### config.mk
export PLATFORM = sky130hd
export DESIGN_NAME = mu0_ram_loader
export DESIGN_NICKNAME = d
export VERILOG_FILES = /design/src/rtl/mu0_loader_pkg.sv /design/src/rtl/mu0_byte_pairer.sv /design/src/rtl/mu0_ram_loader.sv
export SDC_FILE = /design/constraint.sdc
export NUM_CORES = 1
export LEC_CHECK = 0
export CAP_MARGIN = 30
export CORE_UTILIZATION = 55
export CTS_CLUSTER_SIZE = 16
export DETAILED_ROUTE_END_ITERATION = 8
export PLACE_DENSITY = 0.89
export SLEW_MARGIN = 5
export SYNTH_ARGS = -nofsm -noshare
export SYNTH_HDL_FRONTEND = slang
export SYNTH_SLANG_ARGS = --single-unit
### constraint.sdc
create_clock -name clk -period 4.5 [get_ports clk]
set_input_delay 0.9 -clock clk [delete_from_list [all_inputs] [get_ports clk]]
set_output_delay 0.9 -clock clk [all_outputs]
set_load 0.01 [all_outputs]
### src/rtl/mu0_loader_pkg.sv
// mu0_loader_pkg: loader state encoding and RAM sizing shared by the MU0 RAM loader.
// S_CSUM exists only when MU0_LOADER_CHECKSUM_EN is defined.
package mu0_loader_pkg;
  localparam int FRAME_HDR_BYTES = 4;
  localparam int RAM_WORDS = 4096;
  typedef enum logic [2:0] {
    S_ADDR_HI,
    S_ADDR_LO,
    S_CNT_HI,
    S_CNT_LO,
    S_DATA_HI,
    S_DATA_LO,
`ifdef MU0_LOADER_CHECKSUM_EN
    S_CSUM,
`endif
    S_DONE
  } loader_state_t;
endpackage

### src/rtl/mu0_byte_pairer.sv
// mu0_byte_pairer: holds the HI byte and emits {hi,lo} with a one-cycle word_valid after the LO byte.
module mu0_byte_pairer (
  input  logic        clk,
  input  logic        rst,
  input  logic        byte_en,
  input  logic        byte_lo,
  input  logic [7:0]  byte_data,
  output logic        word_valid,
  output logic [15:0] word
);
  logic [7:0] hi_q, hi_d;
  logic [15:0] word_q, word_d;
  logic valid_q, valid_d;
  always_comb begin
    hi_d = byte_en && !byte_lo ? byte_data : hi_q;
    word_d = byte_en && byte_lo ? {hi_q, byte_data} : word_q;
    valid_d = byte_en && byte_lo;
  end
  always_ff @(posedge clk or posedge rst) begin
    if (rst) begin
      hi_q <= '0;
      word_q <= '0;
      valid_q <= 1'b0;
    end else begin
      hi_q <= hi_d;
      word_q <= word_d;
      valid_q <= valid_d;
    end
  end
  assign word_valid = valid_q;
  assign word = word_q;
endmodule

### src/rtl/mu0_ram_loader.sv
// mu0_ram_loader: loads a framed byte stream into MU0 RAM, then hands the RAM port to the CPU.
// Define MU0_LOADER_CHECKSUM_EN to require a trailing XOR checksum byte per frame.
module mu0_ram_loader
  import mu0_loader_pkg::*;
#(
  parameter int ADDR_W = 12,
  parameter int DATA_W = 16
) (
  input  logic              clk,
  input  logic              rst,
  input  logic              in_valid,
  input  logic [7:0]        in_data,
  output logic              in_ready,
  input  logic              load_start,
  input  logic [ADDR_W-1:0] cpu_address,
  input  logic              cpu_write,
  input  logic              cpu_read,
  input  logic [DATA_W-1:0] cpu_writedata,
  output logic [ADDR_W-1:0] mem_address,
  output logic              mem_write,
  output logic              mem_read,
  output logic [DATA_W-1:0] mem_writedata,
  output logic              cpu_run,
  output logic              load_error
);
`ifdef MU0_LOADER_CHECKSUM_EN
  localparam loader_state_t S_LAST = S_CSUM;
`else
  localparam loader_state_t S_LAST = S_DONE;
`endif
  loader_state_t state_q, state_d;
  logic rdy_q;
  logic [7:0] hdr_q, hdr_d;
  logic [ADDR_W-1:0] addr_q, addr_d, maddr_q, maddr_d;
  logic [15:0] cnt_q, cnt_d;
  logic run_q, run_d, acc, wr, own;
  logic [DATA_W-1:0] word;
  assign in_ready = rdy_q && state_q != S_DONE;
  assign acc = in_valid && in_ready;
  mu0_byte_pairer u_pair (
    .clk        (clk),
    .rst        (rst),
    .byte_en    (acc),
    .byte_lo    (state_q == S_DATA_LO),
    .byte_data  (in_data),
    .word_valid (wr),
    .word       (word)
  );
  always_comb begin
    state_d = state_q;
    hdr_d = hdr_q;
    addr_d = addr_q;
    maddr_d = maddr_q;
    cnt_d = cnt_q;
    if (acc)
      case (state_q)
        S_ADDR_HI: begin hdr_d = in_data; state_d = S_ADDR_LO; end
        S_ADDR_LO: begin addr_d = ADDR_W'({hdr_q, in_data}); state_d = S_CNT_HI; end
        S_CNT_HI:  begin hdr_d = in_data; state_d = S_CNT_LO; end
        S_CNT_LO: begin
          cnt_d = {hdr_q, in_data};
          state_d = {hdr_q, in_data} == 16'd0 ? S_LAST : S_DATA_HI;
        end
        S_DATA_HI: state_d = S_DATA_LO;
        S_DATA_LO: begin
          maddr_d = addr_q;
          addr_d = addr_q + 1'b1;
          cnt_d = cnt_q - 1'b1;
          state_d = cnt_q == 16'd1 ? S_LAST : S_DATA_HI;
        end
`ifdef MU0_LOADER_CHECKSUM_EN
        S_CSUM: state_d = S_DONE;
`endif
        default: ;
      endcase
    if (state_q == S_DONE && load_start) state_d = S_ADDR_HI;
    run_d = state_q == S_DONE && !load_start && !load_error;
  end
  always_ff @(posedge clk or posedge rst) begin
    if (rst) begin
      state_q <= S_ADDR_HI;
      rdy_q <= 1'b0;
      hdr_q <= '0;
      addr_q <= '0;
      maddr_q <= '0;
      cnt_q <= '0;
      run_q <= 1'b0;
    end else begin
      state_q <= state_d;
      rdy_q <= 1'b1;
      hdr_q <= hdr_d;
      addr_q <= addr_d;
      maddr_q <= maddr_d;
      cnt_q <= cnt_d;
      run_q <= run_d;
    end
  end
`ifdef MU0_LOADER_CHECKSUM_EN
  logic [7:0] csum_q, csum_d;
  logic err_q, err_d;
  always_comb begin
    csum_d = !acc ? csum_q : state_q == S_ADDR_HI ? in_data : csum_q ^ in_data;
    err_d = state_q == S_DONE && load_start ? 1'b0
          : err_q || (acc && state_q == S_CSUM && in_data != csum_q);
  end
  always_ff @(posedge clk or posedge rst) begin
    if (rst) begin
      csum_q <= '0;
      err_q <= 1'b0;
    end else begin
      csum_q <= csum_d;
      err_q <= err_d;
    end
  end
  assign load_error = err_q;
`else
  assign load_error = 1'b0;
`endif
  // The final data word's write pulse lands in the first S_DONE cycle, so the loader keeps the port for it.
  assign own = state_q == S_DONE && !wr;
  assign mem_address = own ? cpu_address : maddr_q;
  assign mem_write = own ? cpu_write : wr;
  assign mem_read = own && cpu_read;
  assign mem_writedata = own ? cpu_writedata : word;
  assign cpu_run = run_q;
endmodule

Word-level counts from Yosys, hierarchy flattened

Cells that the tools add are included.

Bits of input ports: 42
Output and inout bits: 33
Logic and storage cells: 53
Flip-flop bits (word level): 78

Add/sub/neg operators: 2
Equal/unequal tests: 8
Mux-type cells: 10
Reduce and logical (&&, ||, !) cells: 23

Operators by type and width:

| kind                                                                    | count |
|---|---|
| 16-bit case mux with 2 select lines                                     | 1 |
| 12-bit case mux with 2 select lines                                     | 1 |
| 3-bit case mux with 6 select lines                                      | 1 |
| 16-bit by 1-bit equality test with 1-bit output (second input constant) | 1 |
| 16-bit logical NOT                                                      | 1 |
| 16-bit 2-to-1 mux                                                       | 1 |
| 16-bit by 1-bit subtractor with 16-bit output (second input constant)   | 1 |
| 12-bit by 1-bit adder with 12-bit output (second input constant)        | 1 |
| 12-bit 2-to-1 mux                                                       | 1 |
| 2-bit AND reduction                                                     | 5 |
| 3-bit equality test (second input constant)                             | 3 |
| 1-bit logical AND                                                       | 8 |
| 7-bit nonzero test                                                      | 1 |
| 3-bit by 2-bit equality test with 1-bit output (second input constant)  | 2 |
| 3-bit 2-to-1 mux                                                        | 2 |
| 2-bit nonzero test                                                      | 3 |
| 2-bit 2-to-1 mux                                                        | 2 |
| 3-bit by 1-bit equality test with 1-bit output (second input constant)  | 1 |
| 1-bit logical NOT                                                       | 3 |
| 3-bit logical NOT                                                       | 1 |
| 3-bit != test (second input constant)                                   | 1 |
| 2-bit OR reduction                                                      | 1 |
| 1-bit 2-to-1 mux                                                        | 1 |

Depth between registers and ports, before layout

Gate-level depths: netlist (run 1).

Word-level depth: 5
Mapped depth: 8
Depth with buffers taken out: 6

By module

Synthesis (run 1) repeated with hierarchy kept, for this count alone.

Cell total of the unflattened synthesis: 380
Area total of the unflattened synthesis: 4244.1 sq um

By module, submodules not included:

| module          | area each (sq um) | cells each | sequential area each (sq um) | instances |
|---|---|---|---|---|
| mu0_ram_loader  | 3233.1            | 325        | 1326.3                       | 1 |
| mu0_byte_pairer | 1011.0            | 55         | 625.6                        | 1 |

Worst setup path after synthesis (run 1)

No wires, ideal clock.

Path type: reg2out
Start point: register state_q[2]
End point: output mem_writedata[10]
Cell stages (with the launch flop): 7
Required time: 3600 ps
Path slack: 2128 ps
Buffers on the path: 3
Arrival time: 1472 ps
Path through: dfrtp_1 -> buf_2 -> nand2_1 -> nor3_1 -> buf_4 -> buf_6 -> mux2_2

Longest elaborated chain between the ends: 3

RTL lines:

| element                | RTL line              | RTL |
|---|---|---|
| from (decl)            | mu0_ram_loader.sv:31  | `loader_state_t state_q, state_d;` |
| from (signal assigned) | mu0_ram_loader.sv:89  | `state_q <= state_d;` |
| 3-bit equality test    | mu0_ram_loader.sv:120 | `assign own = state_q == S_DONE && !wr;` |
| 1-bit logical AND      | mu0_ram_loader.sv:120 |  |
| 16-bit 2-to-1 mux      | mu0_ram_loader.sv:124 | `assign mem_writedata = own ? cpu_writedata : word;` |
| to (decl)              | mu0_ram_loader.sv:22  | `output logic [DATA_W-1:0] mem_writedata,` |

No other way between the ends.

Final worst setup path (run 1)

Start point: register state_q[1]
End point: output mem_address[10]

Longest elaborated chain between the ends: 3

RTL lines:

| element             | RTL line              | RTL |
|---|---|---|
| 3-bit equality test | mu0_ram_loader.sv:120 |  |
| 1-bit logical AND   | mu0_ram_loader.sv:120 |  |
| 12-bit 2-to-1 mux   | mu0_ram_loader.sv:121 | `assign mem_address = own ? cpu_address : maddr_q;` |
| to (decl)           | mu0_ram_loader.sv:19  | `output logic [ADDR_W-1:0] mem_address,` |

No other way between the ends.

==> results of run 1 <==
==> worst max-delay path by stage <==
stage | slack (ns) | from | endpoint
6_report | 1.06 | state_q[1] | mem_address[10]
5_1_grt | 0.91 | state_q[1] | mem_address[10]
4_1_cts | 1.06 | state_q[1] | mem_writedata[7]
3_5_place_dp | 1.46 | state_q[1] | mem_writedata[7]
3_3_place_gp | 1.50 | state_q[1] | mem_address[10]
2_1_floorplan | 1.60 | rst | addr_q[0]
==> area by class of cell <==
| class | count | area, sq um | area share, % |
|---|---|---|---|
| clock inverters | 6 | 111.4 | 2.138 |
| well taps | 99 | 123.9 | 2.379 |
| flip-flops and latches | 78 | 1952 | 37.48 |
| repair buffers | 78 | 788.3 | 15.14 |
| clock buffers | 9 | 123.9 | 2.379 |
| inverters | 8 | 30.03 | 0.5766 |
| multi-input cells | 332 | 2078 | 39.91 |
==> where the power goes <==
| part | leakage (uW) | internal [uW] | total [uW] | switching, uW |
|---|---|---|---|---|
| Clock | 0.000115 | 365 | 624 | 259 |
| Sequential | 0.000971 | 976 | 1310 | 337 |
| Combinational | 0.00113 | 564 | 1050 | 489 |
==> per-stage QoR <==
step / cells / hold WS [ns]
after detailed placement: 594 / 0.4582
after global placement: 594 / 0.4465
after global routing: 610 / 0.4813
after CTS: 609 / 0.4694
after floorplan: 446 / 0.4348
final: 610 / 0.4611
==> flip-flops by register name (all words and copies together), names as in the netlist <==
name / count
u_pair.word_valid: 1
u_pair.hi_q: 8
addr_q: 12
cpu_run: 1
rdy_q: 1
maddr_q: 12
hdr_q: 8
u_pair.word: 16
cnt_q: 16
state_q: 3
==> metal layers <==
metal  track usage [%]  share of wire, %
met4             9.091               1.6
met1             35.39                41
met5                 0                 0
met2             47.31                51
met3             7.404               6.6
==> worst min-delay path: cells and delay by family (launching register included) <==
| kind | cells | cell delay (ns) |
|---|---|---|
| flops | 1 | 0.35 |
| simple gates | 2 | 0.10 |
==> cell families after synthesis <==
| family | synth area share [%] |
|---|---|
| buffers and inverters | 4.597 |
| adder cells (fa/ha/maj) | 0.8898 |
| AND/OR/NAND/NOR | 21.38 |
| other | 0.1780 |
| flip-flops | 46.26 |
| AO/OA/AOI/OAI | 14.50 |
| XOR/XNOR | 0.2076 |
| multiplexers | 11.98 |
==> cells in the final DEF (no fill, tap or decap), types with 4 or more instances in the layout <==
| master | n |
|---|---|
| nand2_1 | 104 |
| dfrtp_1 | 78 |
| clkdlybuf4s50_1 | 73 |
| mux2_2 | 44 |
| a21oi_1 | 28 |
| o21ai_0 | 22 |
| nor2_1 | 18 |
| nand3_1 | 13 |
| clkbuf_8 | 9 |
| nand4_1 | 7 |
| nor4_1 | 7 |
| inv_1 | 6 |
| nor3_1 | 6 |
| o22ai_1 | 6 |
| a2bb2oi_1 | 6 |
| a31oi_1 | 5 |
| o31ai_1 | 5 |
| and3_1 | 4 |
| nand3b_1 | 4 |
| a21o_1 | 4 |
| o32ai_1 | 4 |
| buf_4 | 4 |
==> results_dict.tcl, run 1 <==
set metrics [dict create \
    status "finished clean" \
    grt_first_pass_wirelength_mm 16.80 \
    chipHeight_um 89.59 \
    r2r-end "cnt_q[3]" \
    worstSetupPathType "reg -> out" \
    die_w_um 89.59 \
    ys_ff_latch 78 \
    ys_async_sr_fraction_pct 100.0 \
    cts_tree "built" \
    slew_headroom_pct 41.42 \
    drtAntennaViolNets 0 \
    hp-start "u_pair.hi_q[5]" \
    synth_edf_count 0 \
    period_minus_slack_ns 3.439 \
    vias_per_cell 6.087 \
    cp-end-kind "primary output" \
    finalPower_uw 2989 \
    rsz0062_at_grt "false" \
    vias 3713 \
    tns_ns 0 \
    gp_congestion 0.8685 \
    ys_dominant_reg_cell "dfrtp_1" \
    final-hold-violation-count 0 \
    post-route-drc-count 0 \
    synth_area_leaders "dfrtp_1 (46%), mux2_2 (12%), nand2_1 (9.3%)" \
    synth_cells 446 \
    core_sq_um 7331 \
    synth_nets 491 \
    slew_viol_final 0 \
    worst_ep_required_time_ns 3.60 \
    n_antenna_cell 0 \
    crit_cells 5 \
    max_stage_delay_ns 0.55 \
    grt_max_degree 79 \
    dr.pass1.iters 5 \
    pwr_density_cell_nw_per_um2 574.0 \
    yosysSeqAreaShare_pct 46.26 \
    clock_sinks 78 \
    dpl_cell_area_sq_um 4945 \
    routed_wl_mm 10.64 \
    synth.distinct_cells 58 \
    numCtsBuffers 9 \
    cts_resized 0 \
    fin_ws_ns 1.061 \
    antenna_found_initial 0 \
    dieArea_sq_um 8025 \
    hp-class "reg -> reg" \
    synth_common_cells "nand2_1 (104), dfrtp_1 (78), mux2_2 (44)" \
    place_ws_ns 1.461 \
    clockRootBuffer "clkbuf_8" \
    achievable-frequency_mhz 290.8 \
    ir_worst_vdd_mv 0.2900 \
    htree_levels 3 \
    yosysMostFrequentCell "nand2_1" \
    grtUsageTotal_pct 28.08 \
    critPathBufInv 2 \
    design_area_sq_um 5207 \
    port-buffer-count 73 \
    crit_path_start_kind "register" \
    io_pins 75 \
    yosys_warnings 0 \
    finalSetupViolations 0 \
    tightest_slew_ns 0.8755 \
    reg2regPathDepth 4 \
    drive_gt1_share_pct 15.46 \
    leakagePower_uw 0.002220 \
    critical_path_arrival_ns 2.54 \
    grt_pass1_vias 3521 \
    skew_ns 0.009442 \
    path_clk_slew_ns 0.08 \
    fill_cells 520 \
    netlist.area_leader.share_pct 46.26 \
    avgSynthCellArea_sq_um 9.460 \
    crit_chain "nand2_1, nor3_2, buf_4, mux2_2, clkdlybuf4s50_1" \
    syn_area_sq_um 4219 \
    maxCapViolations 0 \
    row_count 31 \
    fin_nets 552 \
    start_util_pct 57.55 \
    post_drt_wl_per_cell_um 17.44 \
    grt_overflow 0 \
    worstHoldEndpoint "u_pair.word[13]" \
    dp_hpwl_mm 7.179 \
    fin_util_pct 71.04 \
    syn2layout_area_growth_pct 23.43 \
    drtIter0Drc 348 \
    hold_path_depth 2 \
    timing.rr.start "state_q[0]" \
    critical_path_peak_fanout 29 \
    fin_crit_sh_pct 76.42 \
    synth.largest_area_cell "dfrtp_1" \
    r2r_setup_slack_ns 2.33 \
    crit_path_top_delay_cell "dfrtp_1" \
    cts_setup_buffers 0 \
    cts_hold_buf 0 \
    cp_top_family "buffers and inverters" \
    clock_latency_ns 0.36 \
    clk_path_buf_depth 2 \
]
No activity file was read; power rests on OpenSTA's default activity.
==> inputs of run 2 (changes only) <==
CORE_UTILIZATION = 53   (was 55)
PLACE_DENSITY = 0.86   (was 0.89)
clock period = 3.4 ns   (was 4.5 ns; I/O delays follow)
==> results_dict.tcl, run 2 (synthesized netlist as in run 1, its figures left out) <==
set metrics [dict create \
    status "finished clean" \
    clockPowerShare_pct 20.0 \
    tns_ns 0 \
    fin_nets 555 \
    critPathBufInv 2 \
    p_seq_share_pct 44.3 \
    crit_path_top_delay_cell "dfrtp_1" \
    die_w_um 91.22 \
    crit_chain "nand2_1, nor3_2, buf_4, mux2_2, clkdlybuf4s50_1" \
    dpl_cell_area_sq_um 4979 \
    cts_resized 0 \
    ir_worst_vdd_mv 0.3836 \
    dp_hpwl_mm 7.352 \
    fin_crit_sh_pct 93.72 \
    crit_path_start_kind "register" \
    reg2regPathDepth 5 \
    grtUsageTotal_pct 27.63 \
    hold_path_depth 2 \
    dr.pass1.iters 6 \
    vias_per_cell 6.071 \
    clockRootBuffer "clkbuf_8" \
    cp_top_family "buffers and inverters" \
    start_util_pct 54.60 \
    grt_first_pass_wirelength_mm 17.87 \
    syn2layout_area_growth_pct 23.25 \
    grt_pass1_vias 3633 \
    worst_ep_required_time_ns 2.72 \
    path_clk_slew_ns 0.08 \
    chipHeight_um 91.22 \
    critical_path_peak_fanout 29 \
    port-buffer-count 73 \
    achievable-frequency_mhz 313.8 \
    cp-end-kind "primary output" \
    cts_setup_buffers 0 \
    clock_sinks 78 \
    design_area_sq_um 5200 \
    clk_path_buf_depth 2 \
    drtAntennaViolNets 0 \
    pwr_density_cell_nw_per_um2 751.4 \
    cts_tree "built" \
    critical_path_arrival_ns 2.51 \
    intPower_uw 2459 \
    tightest_slew_ns 0.6704 \
    htree_levels 3 \
    p_switching_uw 1448 \
    post_drt_wl_per_cell_um 17.40 \
    maxCapViolations 0 \
    core_sq_um 7727 \
    routed_wl_mm 10.73 \
    rsz0062_at_grt "false" \
    period_minus_slack_ns 3.187 \
    numCtsBuffers 9 \
    n_antenna_cell 0 \
    hp-class "reg -> reg" \
    gp_congestion 0.9049 \
    final_common_cell "nand2_1" \
    leakagePower_uw 0.002220 \
    worstSetupPathType "reg -> out" \
    layout_common_cells "nand2_1 (104), dfrtp_1 (78), clkdlybuf4s50_1 (73), mux2_2 (44), a21oi_1 (28)" \
    slew_headroom_pct 55.17 \
    io_pins 75 \
    clock_latency_ns 0.35 \
    pwr-share-comb_pct 35.7 \
    dieArea_sq_um 8321 \
    p_sw_share_pct 37.05 \
    vias 3746 \
    finalSetupViolations 0 \
    grt_overflow 0 \
    post-route-drc-count 0 \
    row_count 32 \
    cts_hold_buf 0 \
    antenna_found_initial 0 \
    max_stage_delay_ns 0.56 \
    slew_viol_final 0 \
    grt_max_degree 53 \
    final-hold-violation-count 0 \
    drtIter0Drc 486 \
    skew_ns 0.006518 \
    drive_gt1_share_pct 15.92 \
    crit_cells 5 \
]
-- run 2: changes by cell type in the layout (fill, tap and decap cells not counted) --
cell	before	now
buf_16	1	0
clkbuf_1	0	1
buf_4	4	8
bufinv_16	3	2
inv_6	0	2
clkinv_2	1	0
-- run 2: through the flow --
| stage | instances | hold slack (ns) | total power (uW) | utilization (%) | worst slack (ns) |
|---|---|---|---|---|---|
| 4_1_cts | 617 | 0.4728 | 3899 | 67.29 | 0.1989 |
| 6_report | 617 | 0.4729 | 3907 | 67.29 | 0.2134 |
| 3_5_place_dp | 601 | 0.4527 | 3096 | 64.43 | 0.5894 |
| 2_1_floorplan | 446 | 0.4348 | 2563 | - | 0.7250 |
| 3_3_place_gp | 601 | 0.4451 | 3015 | 64.43 | 0.7054 |
| 5_1_grt | 617 | 0.4950 | 4150 | 67.29 | 0.04451 |
-- run 2: metal layers --
layer	share of wire [%]	vias to the layer above	track usage, %
li1	-	1722	-
met1	42	1849	34.89
met2	50	145	46.34
met3	5.7	30	5.025
met4	2.5	0	12.30
met5	0	-	0
-- run 2: worst min-delay path: stages, from the launching register on --
cell	delay, ns
dfrtp_1	0.35
nand2_1	0.05
nand2_1	0.05
-- run 2: worst paths after layout --
kind / startpoint / end / slack (ns)
max in group asynchronous: rst / hdr_q[4] / 1.85
setup / recovery: state_q[1] / mem_address[10] / 0.21
hold reg to reg: u_pair.hi_q[5] / u_pair.word[13] / 0.47
min in group asynchronous: rst / maddr_q[7] / 0.72
hold / removal: u_pair.hi_q[5] / u_pair.word[13] / 0.47
setup reg to reg: state_q[1] / cnt_q[13] / 1.45
-- run 2: area by class of cell --
class / instances / area (sq um)
clock inverter: 6 / 93.84
sequential: 78 / 1952
multi-input combinational: 332 / 2078
tap: 102 / 127.6
fill: 578 / 2527
clock buffer: 10 / 127.6
timing repair buffer: 81 / 790.8
inverter: 8 / 30.03
-- run 2: power groups by stage --
stage,clock (uW),sequential [uW],combinational [uW]
global placement,0,1700,1320
floorplan,0,1560,1010
detailed placement,0,1730,1370
finish,781,1730,1400
global route,829,1790,1530
CTS,793,1710,1390
